$ cat config.mk
export PLATFORM = sky130hd
export DESIGN_NAME = board_io_ctrl
export DESIGN_NICKNAME = d
export VERILOG_FILES = /design/src/rtl/board_io_ctrl.sv
export SDC_FILE = /design/constraint.sdc
export NUM_CORES = 1
export LEC_CHECK = 0
export ABC_AREA = 1
export ABC_CLOCK_PERIOD_IN_PS = 3100
export BUFFER_PORTS_ARGS = -buffer_cell sky130_fd_sc_hd__buf_2
export CORE_MARGIN = 2
export CORE_UTILIZATION = 60
export DETAILED_ROUTE_END_ITERATION = 8
export PLACE_DENSITY = 0.76
export SLEW_MARGIN = 25
export SYNTH_ARGS = -nofsm -noshare
export SYNTH_HDL_FRONTEND = slang
export SYNTH_SLANG_ARGS = --single-unit
$ cat constraint.sdc
create_clock -name clk -period 3.1 [get_ports clk]
set_input_delay 0.155 -clock clk [delete_from_list [all_inputs] [get_ports clk]]
set_output_delay 0.155 -clock clk [all_outputs]
set_load 0.01 [all_outputs]
$ cat src/rtl/board_io_ctrl.sv
// rtl/board_io_ctrl.sv - board reset holder, push-button debouncer and LED activity stretcher
// Optional BOARD_IO_PWM_EN: adds led_duty input and a free-running 4-bit PWM dimmer on the LEDs.
`timescale 1ns/1ps
module board_io_ctrl #(
  parameter int NUM_SW         = 4,
  parameter int NUM_LED        = 8,
  parameter int SYNC_STAGES    = 2,
  parameter int DEB_CYCLES     = 500000,
  parameter int RST_HOLD       = 1024,
  parameter int STRETCH_CYCLES = 2500000,
  parameter int LED_ACTIVE_LOW = 0
) (
  input  logic               clk,
  input  logic               rst_n,
  input  logic               ext_rst_n,
  output logic               sys_rst_n,
  input  logic [NUM_SW-1:0]  sw_raw,
  output logic [NUM_SW-1:0]  sw_q,
  output logic [NUM_SW-1:0]  sw_rise,
  output logic [NUM_SW-1:0]  sw_fall,
  input  logic [NUM_LED-1:0] act,
  input  logic [NUM_LED-1:0] led_force,
`ifdef BOARD_IO_PWM_EN
  input  logic [3:0]         led_duty,
`endif
  output logic [NUM_LED-1:0] led
);

  localparam int RST_W = $clog2(RST_HOLD + 1);
  localparam int DEB_W = $clog2(DEB_CYCLES + 1);
  localparam int STR_W = $clog2(STRETCH_CYCLES + 1);

  localparam logic [RST_W-1:0]   HOLD_LAST = RST_W'(RST_HOLD);
  localparam logic [RST_W-1:0]   HOLD_PRE  = RST_W'(RST_HOLD - 1);
  localparam logic [DEB_W-1:0]   DEB_LAST  = DEB_W'(DEB_CYCLES - 1);
  localparam logic [STR_W-1:0]   STR_LOAD  = STR_W'(STRETCH_CYCLES);
  localparam logic [NUM_LED-1:0] LED_OFF   = {NUM_LED{LED_ACTIVE_LOW != 0}};

  // ---------------- reset holder ----------------
  logic [SYNC_STAGES-1:0] ext_sync;
  logic [RST_W-1:0]       hold_cnt;

  always_ff @(posedge clk) begin
    if (!rst_n) begin
      ext_sync  <= '0;
      hold_cnt  <= '0;
      sys_rst_n <= 1'b0;
    end else begin
      ext_sync <= {ext_sync[SYNC_STAGES-2:0], ext_rst_n};
      if (!ext_sync[SYNC_STAGES-1]) begin
        hold_cnt  <= '0;
        sys_rst_n <= 1'b0;
      end else if (hold_cnt != HOLD_LAST) begin
        hold_cnt  <= hold_cnt + 1'b1;
        // release on the same edge the count lands on RST_HOLD
        sys_rst_n <= (hold_cnt == HOLD_PRE);
      end
    end
  end

  // ---------------- button debouncer ----------------
  logic [NUM_SW-1:0] sw_sync [SYNC_STAGES];
  logic [DEB_W-1:0]  deb_cnt [NUM_SW];
  logic [NUM_SW-1:0] sw_s;

  assign sw_s = sw_sync[SYNC_STAGES-1];

  always_ff @(posedge clk) begin
    if (!rst_n) begin
      for (int s = 0; s < SYNC_STAGES; s++) sw_sync[s] <= '0;
      for (int b = 0; b < NUM_SW; b++) deb_cnt[b] <= '0;
      sw_q    <= '0;
      sw_rise <= '0;
      sw_fall <= '0;
    end else begin
      sw_sync[0] <= sw_raw;
      for (int s = 1; s < SYNC_STAGES; s++) sw_sync[s] <= sw_sync[s-1];
      sw_rise <= '0;
      sw_fall <= '0;
      for (int b = 0; b < NUM_SW; b++) begin
        if (sw_s[b] == sw_q[b]) begin
          deb_cnt[b] <= '0;
        end else if (deb_cnt[b] == DEB_LAST) begin
          deb_cnt[b] <= '0;
          sw_q[b]    <= sw_s[b];
          sw_rise[b] <= sw_s[b];
          sw_fall[b] <= ~sw_s[b];
        end else begin
          deb_cnt[b] <= deb_cnt[b] + 1'b1;
        end
      end
    end
  end

  // ---------------- activity stretchers ----------------
  logic [NUM_LED-1:0] act_sync [SYNC_STAGES];
  logic [NUM_LED-1:0] act_prev;
  logic [STR_W-1:0]   str_cnt [NUM_LED];
  logic [NUM_LED-1:0] act_s;
  logic [NUM_LED-1:0] act_evt;
  logic [NUM_LED-1:0] led_on;

  assign act_s   = act_sync[SYNC_STAGES-1];
  assign act_evt = act_s ^ act_prev;

  always_ff @(posedge clk) begin
    if (!rst_n) begin
      for (int s = 0; s < SYNC_STAGES; s++) act_sync[s] <= '0;
      for (int l = 0; l < NUM_LED; l++) str_cnt[l] <= '0;
      act_prev <= '0;
    end else begin
      act_sync[0] <= act;
      for (int s = 1; s < SYNC_STAGES; s++) act_sync[s] <= act_sync[s-1];
      act_prev <= act_s;
      // an event on the last counted clock reloads, so the LED never blinks off
      for (int l = 0; l < NUM_LED; l++) begin
        if (act_evt[l]) str_cnt[l] <= STR_LOAD;
        else if (str_cnt[l] != '0) str_cnt[l] <= str_cnt[l] - 1'b1;
      end
    end
  end

`ifdef BOARD_IO_PWM_EN
  logic [3:0] pwm_cnt;

  always_ff @(posedge clk) begin
    if (!rst_n) pwm_cnt <= '0;
    else        pwm_cnt <= pwm_cnt + 4'd1;
  end
`endif

  always_comb begin
    led_on = led_force;
    for (int l = 0; l < NUM_LED; l++) begin
      if (str_cnt[l] != '0) led_on[l] = 1'b1;
    end
`ifdef BOARD_IO_PWM_EN
    if (pwm_cnt >= led_duty) led_on = '0;
`endif
  end

  always_ff @(posedge clk) begin
    if (!rst_n) led <= LED_OFF;
    else        led <= led_on ^ LED_OFF;
  end

endmodule

======== Word level (Yosys, flattened, before mapping) ========
Memories as Yosys holds them, arrays and structs flattened.
Index checks and enable logic that the tools add are counted.
word-level totals
  register bits after elaboration ......... 42
  RAM bits ................................ 276
  input port bits ......................... 23
  output and inout bits ................... 21
  logic and storage cells ................. 249
  memories kept ........................... 4
memories
  name      words  bits a word  rd ports  clocked after Yosys merged registers in  wr ports  RTL line  source
  str_cnt   8      22           8         0                                        8         98        logic [STR_W-1:0] str_cnt [NUM_LED];
  deb_cnt   4      19           4         0                                        4         63        logic [DEB_W-1:0] deb_cnt [NUM_SW];
  act_sync  2      8            2         0                                        2         96        logic [NUM_LED-1:0] act_sync [SYNC_STAGES];
  sw_sync   2      4            2         0                                        2         62        logic [NUM_SW-1:0] sw_sync [SYNC_STAGES];
cells by class
  add/subtract/negate cells ............... 13
  eq/ne operators ......................... 10
  muxes and demuxes ....................... 142
  bitwise logic cells ..................... 46
  reduce and logical (&&, ||, !) cells .... 17
operators by type and width
  kind                                                    number
  two-way mux 22 bit                                      16
  two-way mux 19 bit                                      12
  nonzero test 22 bit                                     8
  subtractor 22 x 1 -> 22 bit (second input constant)     8
  two-way mux 1 bit                                       110
  adder 19 x 1 -> 19 bit (second input constant)          4
  equality test 19 bit (second input constant)            4
  bitwise OR 1 bit                                        32
  two-way mux 8 bit                                       2
  NOT 1 bit                                               13
  OR reduction 3 bit                                      4
  adder 11 x 1 -> 11 bit (second input constant)          1
  equality test 11 x 10 -> 1 bit (second input constant)  1
  != test 11 bit (second input constant)                  1
  AND reduction 2 bit                                     5
  two-way mux 4 bit                                       2
  XOR 8 bit                                               1
  equality test 1 bit                                     4

======== Logic depth before layout (Yosys ltp) ========
  depth in word-level cells ............... 7
  depth in mapped cells ................... 11
  mapped depth without buffers ............ 10

======== Least setup slack after synthesis ========
Ideal clock, no wire load.
  kind .................................... reg2reg
  start point ............................. memory str_cnt[1][22] (netlist name)
  end point ............................... memory str_cnt[1][22] (netlist name), enable pin
  library setup time ...................... 518 ps
  arrival ................................. 1761 ps
  required time ........................... 2582 ps
  slack ................................... 821 ps
  cell stages (with the launch flop) ...... 8
  path buffers ............................ 0
  period minus slack after synthesis ...... 2279 ps
  path through ............................ edfxtp_1 inv_1 ha_1 nand2_1 nor2_2 nand3_1 nor2_1 nand4_1
RTL lines
  what         RTL line
  from (decl)  98

==> impl_metrics.py <==
metrics = {
    "global_routing": {
        "grt_max_degree": 36,
        "grt_pass1_wl_um": 58500,
        "overflow": 0,
        "track_usage_pct": 22.4,
        "grt_pass1_vias": 13400,
        "antenna_found_initial": 0,
    },
    "power": {
        "p_int_w": 0.00838,
        "p_comb_share_pct": 20.9,
        "vdd_ir_drop_max_mv": 0.463,
        "p_clk_share_pct": 33.9,
        "p_sw_share_pct": 30.6,
        "p_switching_w": 0.00369,
        "seq_power_share_pct": 45.2,
        "leakage_nw": 8.75,
        "power_density_mw_per_mm2": 606,
    },
    "synthesis": {
        "synth-warning-count": 0,
        "syn_inst": 2189,
        "ys_ff_latch": 318,
        "synth_top_area_share_pct": 42.7,
        "synthesis.area_sq_mm": 0.0177,
        "avgSynthCellArea_sq_um": 8.09,
        "synth_area_leaders": "edfxtp_1, nor2_1, nand2_1",
        "synthDistinctLibCells": 38,
        "yosysTopAreaCell": "edfxtp_1",
        "seq_area_frac_synth_pct": 50.2,
    },
    "clock_tree": {
        "post_cts_buffers": 0,
        "ctsLongestPathBuffers": 3,
        "cts_sinks": 318,
        "cts_hold_buf": 21,
        "htree_levels": 2,
        "cts_resized": 0,
        "clk_pin_slew_worst_paths_ps": 60,
        "worst_skew_pair.late_latency_ps": 510,
        "cts_tree": "yes",
        "clockRootBuffer": "clkbuf_16",
        "cts_buffers": 36,
    },
    "final_layout": {
        "utilization_pct": 69.0,
        "syn_to_final_growth_pct": 12.5,
        "drive_gt1_share_pct": 10.2,
        "layout.nets": 2385,
        "num_antenna_cells": 0,
    },
    "place": {
        "port_buffers": 43,
        "post-dp-hpwl_um": 24200,
        "place.gp.congestion": 0.897,
    },
    "sta": {
        "rsz0062_at_grt": "false",
        "fin_skew_ps": 14.3,
        "post-route-period-util_pct": 74.1,
        "slew_headroom_pct": 61.3,
        "period_minus_slack_ps": 2300,
        "fmax_mhz": 435,
        "tns_ps": 0,
        "hold_viol": 0,
        "setup_viol": 0,
        "drv_slew": 0,
        "timing.hold.ws_ps": 48.4,
        "worst_pin_slew_ps": 579,
    },
    "route": {
        "routedWlPerCell_um": 12.3,
        "drc_errors": 0,
        "routed_via_density": 5.11,
        "finalWirelength_um": 33900,
        "drt_pass1_iterations": 5,
        "vias": 14100,
        "initialDrtViolationCount": 963,
        "postRouteAntennaNets": 0,
    },
    "die": {
        "die-area_sq_mm": 0.0309,
        "die-width_um": 176,
        "core_sq_mm": 0.0289,
        "start_util_pct": 61.4,
        "die_h_um": 176,
        "fp-row-count": 62,
        "ios": 44,
    },
    "worst_setup_path": {
        "r2r_setup_slack_ps": 800,
        "arrival_ps": 2550,
        "cp_cell_sequence": "inv_1 > ha_1 > nand2_1 > inv_2 > nand2_2 > nor2_4 > nand3_1 > buf_4",
        "startpoint_type": "flop",
        "crit_fanout": 12,
        "cpMaxStageDelayCell": "edfxtp_1",
        "cp_num_buf_inv": 3,
        "cp.required_ps": 3350,
        "worstSetupEndpointType": "flop",
        "crit_type": "reg2reg",
        "worst_path_dominant_cell_family": "simple AND/OR/NAND/NOR gates",
        "slowest_delay_ps": 410,
    },
    "status": {
        "status": "finished, final reports clean",
    },
    "min_path": {
        "hold_class": "in2reg",
    },
    "run": {
        "cap_violations": 0,
    },
}
## state kept, by name, summed over array words and instances, names as in the netlist, 4 cells and up
signal and cells:
act_prev 8, act_sync 16, deb_cnt 76, hold_cnt 11, led 8, str_cnt 176
sw_fall 4, sw_q 4, sw_rise 4, sw_sync 8
## area by class of cell
cell class | count | area [sq um]
Timing Repair Buffer | 75 | 508
Clock inverter | 15 | 115
Sequential cell | 318 | 8890
Inverter | 249 | 935
Multi-Input combinational cell | 1668 | 7970
Fill cell | 2328 | 8940
Clock buffer | 49 | 1020
Tap cell | 384 | 480
## placed cells by master (no fill, tap or decap), drive strengths merged, types with 2 or more instances in the layout
cell type,count
dfxtp,66
buf,54
nand3,125
conb,76
a31oi,5
or2,29
nand3b,11
nor2,580
inv,253
a211oi,2
xnor2,31
a21oi,76
dlygate4sd3,21
o21ai,31
clkbuf,49
edfxtp,252
nand2,490
nand4,51
nor3,50
xor2,86
clkinv,8
nor3b,7
ha,14
clkinvlp,2
## cells by family after synthesis
family,Yosys count,synth area share (%)
fa+ha+maj,14,0.989
xor+xnor,117,5.79
buf+inv,278,6.40
compound gates,116,3.60
flops,318,50.2
other cells,1,0.0212
simple gates,1345,33.0
## worst paths after layout
| path | startpoint | end | depth (start not counted) |
|---|---|---|---|
| setup / recovery | str_cnt[1][66] | str_cnt[1][75] | 8 |
| hold / removal | rst_n | sw_sync[0][4] | 3 |
| setup reg to reg | str_cnt[1][66] | str_cnt[1][75] | 8 |
| hold reg to reg | act_sync[0][7] | act_sync[0][15] | 2 |
## power by group through the flow
stage	sequential [W]	combinational, W	clock, W
after CTS	0.00545	0.00251	0.00419
after floorplan	0.00544	0.00204	0
after global placement	0.00552	0.00241	0
final	0.00545	0.00252	0.00409
after global routing	0.00551	0.00290	0.00434
after detailed placement	0.00554	0.00247	0
## synthesized netlist by cell type
cell type  instances
a211oi_1           2
a21oi_1           76
a31oi_1            5
and2_1             1
buf_2              9
buf_4              7
buf_6              7
clkbuf_1           6
conb_1             1
dfxtp_1           66
edfxtp_1         252
ha_1              14
inv_1            235
inv_2             14
nand2_1          458
nand2_2           31
nand2_4            1
nand3_1          123
nand3_2            2
nand3b_1          11
nand4_1           51
nor2_1           530
nor2_2            41
nor2_4             9
nor2b_1            1
nor3_1            43
nor3_2             6
nor3_4             1
nor3b_1            7
o21a_1             1
o21ai_0           26
o21ai_2            2
o21ai_4            3
o21bai_1           1
or2_0              8
or2_2             21
xnor2_1           31
xor2_1            86
## worst reg2reg max path, delay by kind of cell, from the launching register on
kind | cells | cell delay [ps]
and+or+nand+nor | 4 | 750
buffers and inverters | 3 | 600
DFF | 1 | 410
adders and majority gates | 1 | 280
## layer usage
metal | GRT usage, % | routed length (um) | up-vias
met2 | 38.8 | 16200 | 278
met1 | 29.5 | 15800 | 6461
met5 | 0 | 0 | -
met4 | 7.16 | 739 | 0
met3 | 2.64 | 1220 | 54
li1 | - | - | 7291
## through the flow
stage          instances  area, sq um  setup WS (ps)  power [W]
2_1_floorplan       2264        18000            821    0.00748
3_3_place_gp        2673        18600            922    0.00793
3_5_place_dp        2673        18600            806    0.00801
4_1_cts             2758        19900            789     0.0122
5_1_grt             2758        19900            648     0.0128
6_report            2758        19900            801     0.0121
(Power assumes the default switching activity.)
